[config.mk]
export PLATFORM = sky130hd
export DESIGN_NAME = dcache_fill
export DESIGN_NICKNAME = d
export VERILOG_FILES = /design/src/rtl/dcache_fill.sv
export SDC_FILE = /design/constraint.sdc
export NUM_CORES = 1
export LEC_CHECK = 0
export ABC_CLOCK_PERIOD_IN_PS = 2400
export BUFFER_PORTS_ARGS = -buffer_cell sky130_fd_sc_hd__buf_2
export CAP_MARGIN = 20
export CORE_AREA = 2 2 128 130
export DETAILED_ROUTE_END_ITERATION = 6
export DIE_AREA = 0 0 130 132
export RECOVER_POWER = 50
export SYNTH_ARGS = -nofsm -noshare
export SYNTH_HDL_FRONTEND = slang
export SYNTH_SLANG_ARGS = --single-unit
[constraint.sdc]
create_clock -name clock -period 2.4 [get_ports clock]
set_input_delay 0.6 -clock clock [delete_from_list [all_inputs] [get_ports clock]]
set_output_delay 0.6 -clock clock [all_outputs]
set_load 0.01 [all_outputs]
[src/rtl/dcache_fill.sv]
// dcache line-refill engine: one BEATS x DATA_W burst read per request, beats written to the data RAM, then tag/valid/dirty.
// Latency: accept at T, ar_valid from T+1; zero-wait bus gives done at T+10 and ready again at T+11.
// Backpressure: ready only in IDLE, busy requests are neither accepted nor queued; ar_valid holds until ar_ready; r_ready is high throughout DATA.
// Optional: DCACHE_FILL_ERR_EN adds a sticky bus-error flag that reports through fill2ctrl_err and blocks the valid bit.
module dcache_fill #(
  parameter int TAG_W   = 44,
  parameter int INDEX_W = 6,
  parameter int WAY_W   = 3,
  parameter int DATA_W  = 64,
  parameter int BEATS   = 8
) (
  input  logic                                   clock,
  input  logic                                   reset,
  input  logic                                   ctrl2fill_valid,
  input  logic [INDEX_W-1:0]                     ctrl2fill_index,
  input  logic [WAY_W-1:0]                       ctrl2fill_way,
  input  logic [TAG_W-1:0]                       ctrl2fill_tag,
  output logic                                   fill2ctrl_ready,
  output logic                                   fill2ctrl_done,
  output logic                                   ar_valid,
  input  logic                                   ar_ready,
  output logic [TAG_W+INDEX_W+6-1:0]             ar_addr,
  output logic [7:0]                             ar_len,
  input  logic                                   r_valid,
  output logic                                   r_ready,
  input  logic [DATA_W-1:0]                      r_data,
  input  logic                                   r_last,
  input  logic [1:0]                             r_resp,
  output logic                                   fill2data_we,
  output logic [INDEX_W-1:0]                     fill2data_index,
  output logic [WAY_W-1:0]                       fill2data_way,
  output logic [((BEATS>1)?$clog2(BEATS):1)-1:0] fill2data_beat,
  output logic [DATA_W-1:0]                      fill2data_wdata,
  output logic                                   fill2tag_we,
  output logic [INDEX_W-1:0]                     fill2tag_index,
  output logic [WAY_W-1:0]                       fill2tag_way,
  output logic [TAG_W-1:0]                       fill2tag_tag,
  output logic                                   fill2tag_valid,
  output logic                                   fill2tag_dirty,
  output logic                                   fill2ctrl_err
);

  localparam int CNT_W = (BEATS > 1) ? $clog2(BEATS) : 1;
  localparam logic [CNT_W-1:0] LAST_BEAT = CNT_W'(BEATS - 1);

  typedef enum logic [1:0] {
    IDLE = 2'd0,
    REQ  = 2'd1,
    DATA = 2'd2,
    TAG  = 2'd3
  } state_t;

  state_t             state;
  logic [CNT_W-1:0]   beat_cnt;
  logic [INDEX_W-1:0] index_q;
  logic [WAY_W-1:0]   way_q;
  logic [TAG_W-1:0]   tag_q;

  logic accept;
  logic beat_acc;
  logic last_beat;
  logic err_flag;

  assign accept    = (state == IDLE) && ctrl2fill_valid;
  assign beat_acc  = (state == DATA) && r_valid;
  assign last_beat = (beat_cnt == LAST_BEAT);

  // Main fill sequencer: latch the request, hand the address to the bus, count beats, then one tag-write cycle.
  always_ff @(posedge clock or negedge reset) begin
    if (!reset) begin
      state    <= IDLE;
      beat_cnt <= '0;
      index_q  <= '0;
      way_q    <= '0;
      tag_q    <= '0;
    end else begin
      case (state)
        IDLE: begin
          if (ctrl2fill_valid) begin
            index_q  <= ctrl2fill_index;
            way_q    <= ctrl2fill_way;
            tag_q    <= ctrl2fill_tag;
            beat_cnt <= '0;
            state    <= REQ;
          end
        end
        REQ: begin
          if (ar_ready) begin
            state <= DATA;
          end
        end
        DATA: begin
          // Completion is purely by beat count; the counter wraps to 0 on the final beat.
          if (r_valid) begin
            beat_cnt <= beat_cnt + CNT_W'(1);
            if (last_beat) begin
              state <= TAG;
            end
          end
        end
        TAG: begin
          state <= IDLE;
        end
        default: begin
          state <= IDLE;
        end
      endcase
    end
  end

`ifdef DCACHE_FILL_ERR_EN
  logic err_q;

  // Sticky bus-error flag: a bad response or an r_last that disagrees with our own beat count poisons the line.
  always_ff @(posedge clock or negedge reset) begin
    if (!reset) begin
      err_q <= 1'b0;
    end else if (accept) begin
      err_q <= 1'b0;
    end else if (beat_acc && ((r_resp != 2'b00) || (r_last != last_beat))) begin
      err_q <= 1'b1;
    end
  end

  assign err_flag = err_q;
`else
  // Without the error option the bus status inputs carry no meaning for this engine.
  logic unused_bus_status;
  assign unused_bus_status = ^{r_last, r_resp, accept};
  assign err_flag          = 1'b0;
`endif

  // Controller handshake and completion decode from the state register.
  assign fill2ctrl_ready = (state == IDLE);
  assign fill2ctrl_done  = (state == TAG);
  assign fill2ctrl_err   = (state == TAG) && err_flag;

  // Read address channel: address comes from latched fields so it stays stable while ar_ready is low.
  assign ar_valid = (state == REQ);
  assign ar_addr  = {tag_q, index_q, 6'b0};
  assign ar_len   = 8'(BEATS - 1);

  // Read data channel: each accepted beat goes straight into the data RAM in the same cycle.
  assign r_ready         = (state == DATA);
  assign fill2data_we    = beat_acc;
  assign fill2data_index = index_q;
  assign fill2data_way   = way_q;
  assign fill2data_beat  = beat_cnt;
  assign fill2data_wdata = beat_acc ? r_data : '0;

  // Tag RAM update: a new line is always clean; it is valid unless the bus reported an error.
  assign fill2tag_we    = (state == TAG);
  assign fill2tag_index = index_q;
  assign fill2tag_way   = way_q;
  assign fill2tag_tag   = tag_q;
  assign fill2tag_valid = (state == TAG) && !err_flag;
  assign fill2tag_dirty = 1'b0;

endmodule

Yosys cells after proc, flatten, opt, wreduce, memory -nomap -nowiden. Index checks and enable logic that the tools add are counted.

Bits in registers: 58. Output and inout bits: 202. Bits of input ports: 125. Logic and storage cells: 29.

Multiplexer cells: 9. Reduce and logical (&&, ||, !) cells: 6. Equal/unequal tests: 8. $add $sub $neg: 1.

Operators with widths (count): $mux 64 (1); $mux 2 (4); $pmux 2 s4 (1); $mux 3 (2); $pmux 3 s2 (1); $eq 2x2->1 const B (2); $ne 2x1->1 const B (2); $ne 2x2->1 const B (2); $reduce_and 4->1 (1); $add 3x1->3 const B (1); $eq 3x3->1 const B (1); $reduce_and 3->1 (1); $eq 2x1->1 const B (1); $logic_not 2->1 (1); $reduce_and 2->1 (1); $reduce_bool 2->1 (1); $logic_and 1x1->1 (1).

Longest topological paths before layout.
Depth in word-level cells: 4. Mapped depth: 5. Mapped depth without buffers: 5.

Worst setup path after synthesis. No wires, ideal clock.

Path kind: register -> output. From: register state[0]. To: output port fill2data_wdata[60]. Data required time: 1.800 ns. Slack: 0.375 ns. Data arrival time: 1.425 ns. Cell stages (with the launch flop): 6. Path buffers: 2. Cell sequence: dfrtp_1 -> inv_1 -> ha_1 -> clkbuf_1 -> clkbuf_1 -> and3_1.

Word-level cells in the longest chain between the ends: 3.

Ends and longest elaborated chain: start, declared (line 53) `state_t state;`; start signal, assigned (line 71) `state <= IDLE;`; start signal, assigned (line 84) `state <= REQ;`; start signal, assigned (line 89) `state <= DATA;`; $eq 2x2->1; via r_ready (line 25) `output logic r_ready,`; $logic_and 1x1->1 (line 65) `assign beat_acc = (state == DATA) && r_valid;`; $mux 64 (line 149) `assign fill2data_wdata = beat_acc ? r_data : '0;`; end, declared (line 33) `output logic [DATA_W-1:0] fill2data_wdata,`.

The timed path passes the listed nets, and every way through them passes these cells.

Worst setup path after layout.
From: register state[0]. To: output port fill2data_wdata[0].

Word-level cells in the longest chain between the ends: 3.

Ends and longest elaborated chain (line): $eq 2x2->1 (65); $logic_and 1x1->1 (65); $mux 64 (149).

No other way between the ends.

==> results.json <==
{
  "min_path_cells": 2,
  "detailedRoute.firstPassIterationCount": 4,
  "half_perimeter_wire_length_after_placement_um": 10200,
  "cts.root.buffer_cell": "sky130_fd_sc_hd__clkbuf_16",
  "total_leakage_power_nw": 2.71,
  "synthXorXnorAreaFrac_pct": 0,
  "placement_rows": 46,
  "largest_family_of_logic_cells_by_synthesized_area": "buffers and inverters",
  "die_h_um": 132,
  "clk_transition_reported_paths_ns": 0.06,
  "synth.most_common_cell": "sky130_fd_sc_hd__buf_4",
  "layout-drive-gt1-share_pct": 54.8,
  "critical-path-slowest-cell": "sky130_fd_sc_hd__dfrtp_1",
  "netlist_instances": 296,
  "numClockSinks": 58,
  "worstHoldPathType": "in -> reg",
  "netlist_top_cells_area": "sky130_fd_sc_hd__dfrtp_1, sky130_fd_sc_hd__mux2_2, sky130_fd_sc_hd__buf_4",
  "met3_length_um": 1290,
  "mappedNetlistArea_um2": 3350,
  "clock_tree.buffer_depth": 2,
  "crit_path_end_kind": "output pin",
  "grt_pass1_vias": 2989,
  "die-area_um2": 17200,
  "synth_compound_area_share_pct": 1.34,
  "length_of_routed_wiring_on_met1_um": 4460,
  "drv.max_cap_violation_count": 1,
  "num_vias": 3081,
  "resized_cells_post_cts": 0,
  "dominantRegCellSynth": "sky130_fd_sc_hd__dfrtp_1",
  "run_status": "finished, violations left",
  "drc_errors": 0,
  "post_synth_mux_area_share_pct": 18.9,
  "syn_avg_cell_area_um2": 11.3,
  "drt-vias-per-instance": 4.04,
  "worst_path_dominant_cell_family": "buffers and inverters",
  "vdd.ir_drop.worst_mv": 0.341,
  "maximum_fanout_along_the_worst_path": 53,
  "cp.buffers_inverters": 3,
  "avgRoutedWirePerCell_um": 16.6,
  "final_hold_viol_count": 0,
  "port_buffers": 307,
  "grt-ovfl-total": 0,
  "reg2regPathDepth": 5,
  "synth_largest_area_cell": "sky130_fd_sc_hd__dfrtp_1",
  "violations": "capacitance limit, slew limit",
  "worst-path-stages": 5,
  "rsz0062_at_grt": "false",
  "grt_start_max_net_pins": 67,
  "dr.first_iter.drc_count": 52,
  "arrival_ns": 1.63,
  "synth-simple-area-share_pct": 14.0,
  "finalWirelength_um": 12700,
  "ctsHoldBuffers": 0,
  "worstSetupPathType": "reg -> out",
  "synth_sequential_area_ratio_pct": 43.3,
  "achievable-frequency_ghz": 0.448,
  "synth.yosys.warnings": 0,
  "finalPower_w": 0.00625,
  "first_pass_grt_wire_length_um": 17800,
  "max_stage_delay_ns": 0.41,
  "grt_use_total_pct": 14.2,
  "max_slew_margin_pct": -0.985,
  "fp.dieW_um": 130,
  "top_layer": "met5",
  "area_growth_syn_to_layout_pct": 44.0,
  "fp.coreArea_um2": 15700,
  "design.final.nets": 668,
  "timing.final.crit_period_ns": 2.23,
  "timing.critical_path.from_type": "register",
  "finalSetupTns_ns": 0,
  "initial_antenna_violation_count": 5,
  "post_cts_buffers": 0,
  "tritoncts.num_buffers": 9,
  "clock_tree.htree_level_count": 3,
  "clock_insertion_delay_worst_skew_ns": 0.33,
  "power_density_cells_nw_per_um2": 1300,
  "worst_max_slew_pin_slew_ns": 1.51,
  "cts_tree": "built",
  "finalSetupViolCount": 0,
  "fin_skew_ns": 0.00731,
  "ys_ff_latch": 58,
  "wl_met2_um": 6840,
  "netlist.area_leader.share_pct": 43.3,
  "final_count_of_pins_violating_max_slew": 59,
  "yosys.area_share.adder_pct": 2.24,
  "critical_path_required_ns": 1.80,
  "yosysUniqueCellTypes": 20,
  "cp_cell_instances": "inv_1, ha_2, buf_12, and3_1, buf_2",
  "initial_core_util_pct": 21.3,
  "drt.antenna.violating_nets": 0,
  "synth_edf_count": 0,
  "synthTopCellsByCount": "sky130_fd_sc_hd__buf_4, sky130_fd_sc_hd__and3_1, sky130_fd_sc_hd__dfrtp_1",
  "synthArstFlopShare_pct": 100,
  "top_level_ports": 327,
  "period_share_pct": 93.1,
  "gp_congestion": 0.814
}
[metrics by stage]
stage          area, µm²  hold WS, ns  utilization (%)  setup slack (ns)  std cells
3_3_place_gp        4630        0.503             29.5             0.497        742
4_1_cts             4930        0.454             31.4             0.167        758
2_1_floorplan       3400        0.304                -             0.375        310
3_5_place_dp        4630        0.510             29.5             0.502        742
5_1_grt             4820        0.483             30.7             0.112        762
6_report            4820        0.498             30.7             0.166        762
[cell usage in the layout (no fill, tap or decap), types with 2 or more instances in the layout]
cell                         Yosys  routed
sky130_fd_sc_hd__mux2_2         53      53
sky130_fd_sc_hd__clkinvlp_4      0       2
sky130_fd_sc_hd__clkbuf_1       14      90
sky130_fd_sc_hd__clkbuf_16       0       9
sky130_fd_sc_hd__ha_1            6       5
sky130_fd_sc_hd__clkinv_4        0       2
sky130_fd_sc_hd__mux2_1          2       2
sky130_fd_sc_hd__conb_1          2      16
sky130_fd_sc_hd__buf_12          0       3
sky130_fd_sc_hd__dfrtp_1        58      58
sky130_fd_sc_hd__diode_2         0       4
sky130_fd_sc_hd__nor2b_4         2       2
sky130_fd_sc_hd__inv_1           3       3
sky130_fd_sc_hd__a22o_1          2       2
sky130_fd_sc_hd__buf_2           5     218
sky130_fd_sc_hd__and3_1         64      64
[cells by family (layout without fill, tap and decap cells)]
| logic type | count (synthesis) | count (layout) |
|---|---|---|
| other cells | 2 | 20 |
| fa+ha+maj | 6 | 6 |
| buf+inv | 99 | 331 |
| simple gates | 72 | 72 |
| flops | 58 | 58 |
| mux | 56 | 56 |
| compound gates | 3 | 3 |
[cell type report]
class	count	area, µm²
Sequential cell	58	1450
Antenna cell	4	10.0
Timing Repair Buffer	312	1500
Inverter	3	11.3
Clock inverter	6	67.6
Clock buffer	10	229
Tap cell	216	270
Fill cell	1728	10900
Multi-Input combinational cell	153	1290
[state kept, by name, summed over array words and instances (netlist names)]
name	count
fill2tag_tag	44
state	2
fill2data_way	3
fill2data_beat	3
fill2data_index	6
[per-layer routing]
| metal | track usage (%) | up-vias |
|---|---|---|
| met5 | 0 | - |
| met4 | 5.38 | 2 |
| met3 | 6.21 | 8 |
| met2 | 26.4 | 206 |
| met1 | 13.6 | 1453 |
| li1 | - | 1412 |
[worst paths after layout]
check                                                     to                          from  slack, ns
worst max-delay path                      fill2data_wdata[0]          state[0]$_DFFE_PN0P_       0.17
worst min-delay path            fill2tag_tag[12]$_DFFE_PN0P_             ctrl2fill_tag[12]       0.50
worst max register to register   fill2tag_tag[0]$_DFFE_PN0P_          state[0]$_DFFE_PN0P_       0.47
worst min register to register  fill2tag_tag[32]$_DFFE_PN0P_  fill2tag_tag[32]$_DFFE_PN0P_       0.53
max in group asynchronous       fill2tag_tag[41]$_DFFE_PN0P_                         reset       0.77
min in group asynchronous               state[1]$_DFFE_PN0P_                         reset       0.72
[where the power goes]
| group | switching [W] | internal (W) |
|---|---|---|
| clock network | 0.000468 | 0.000804 |
| registers | 0.000390 | 0.00149 |
| logic | 0.00170 | 0.00141 |
| total | 0.00256 | 0.00370 |
No activity file was read; power rests on OpenSTA's default activity.
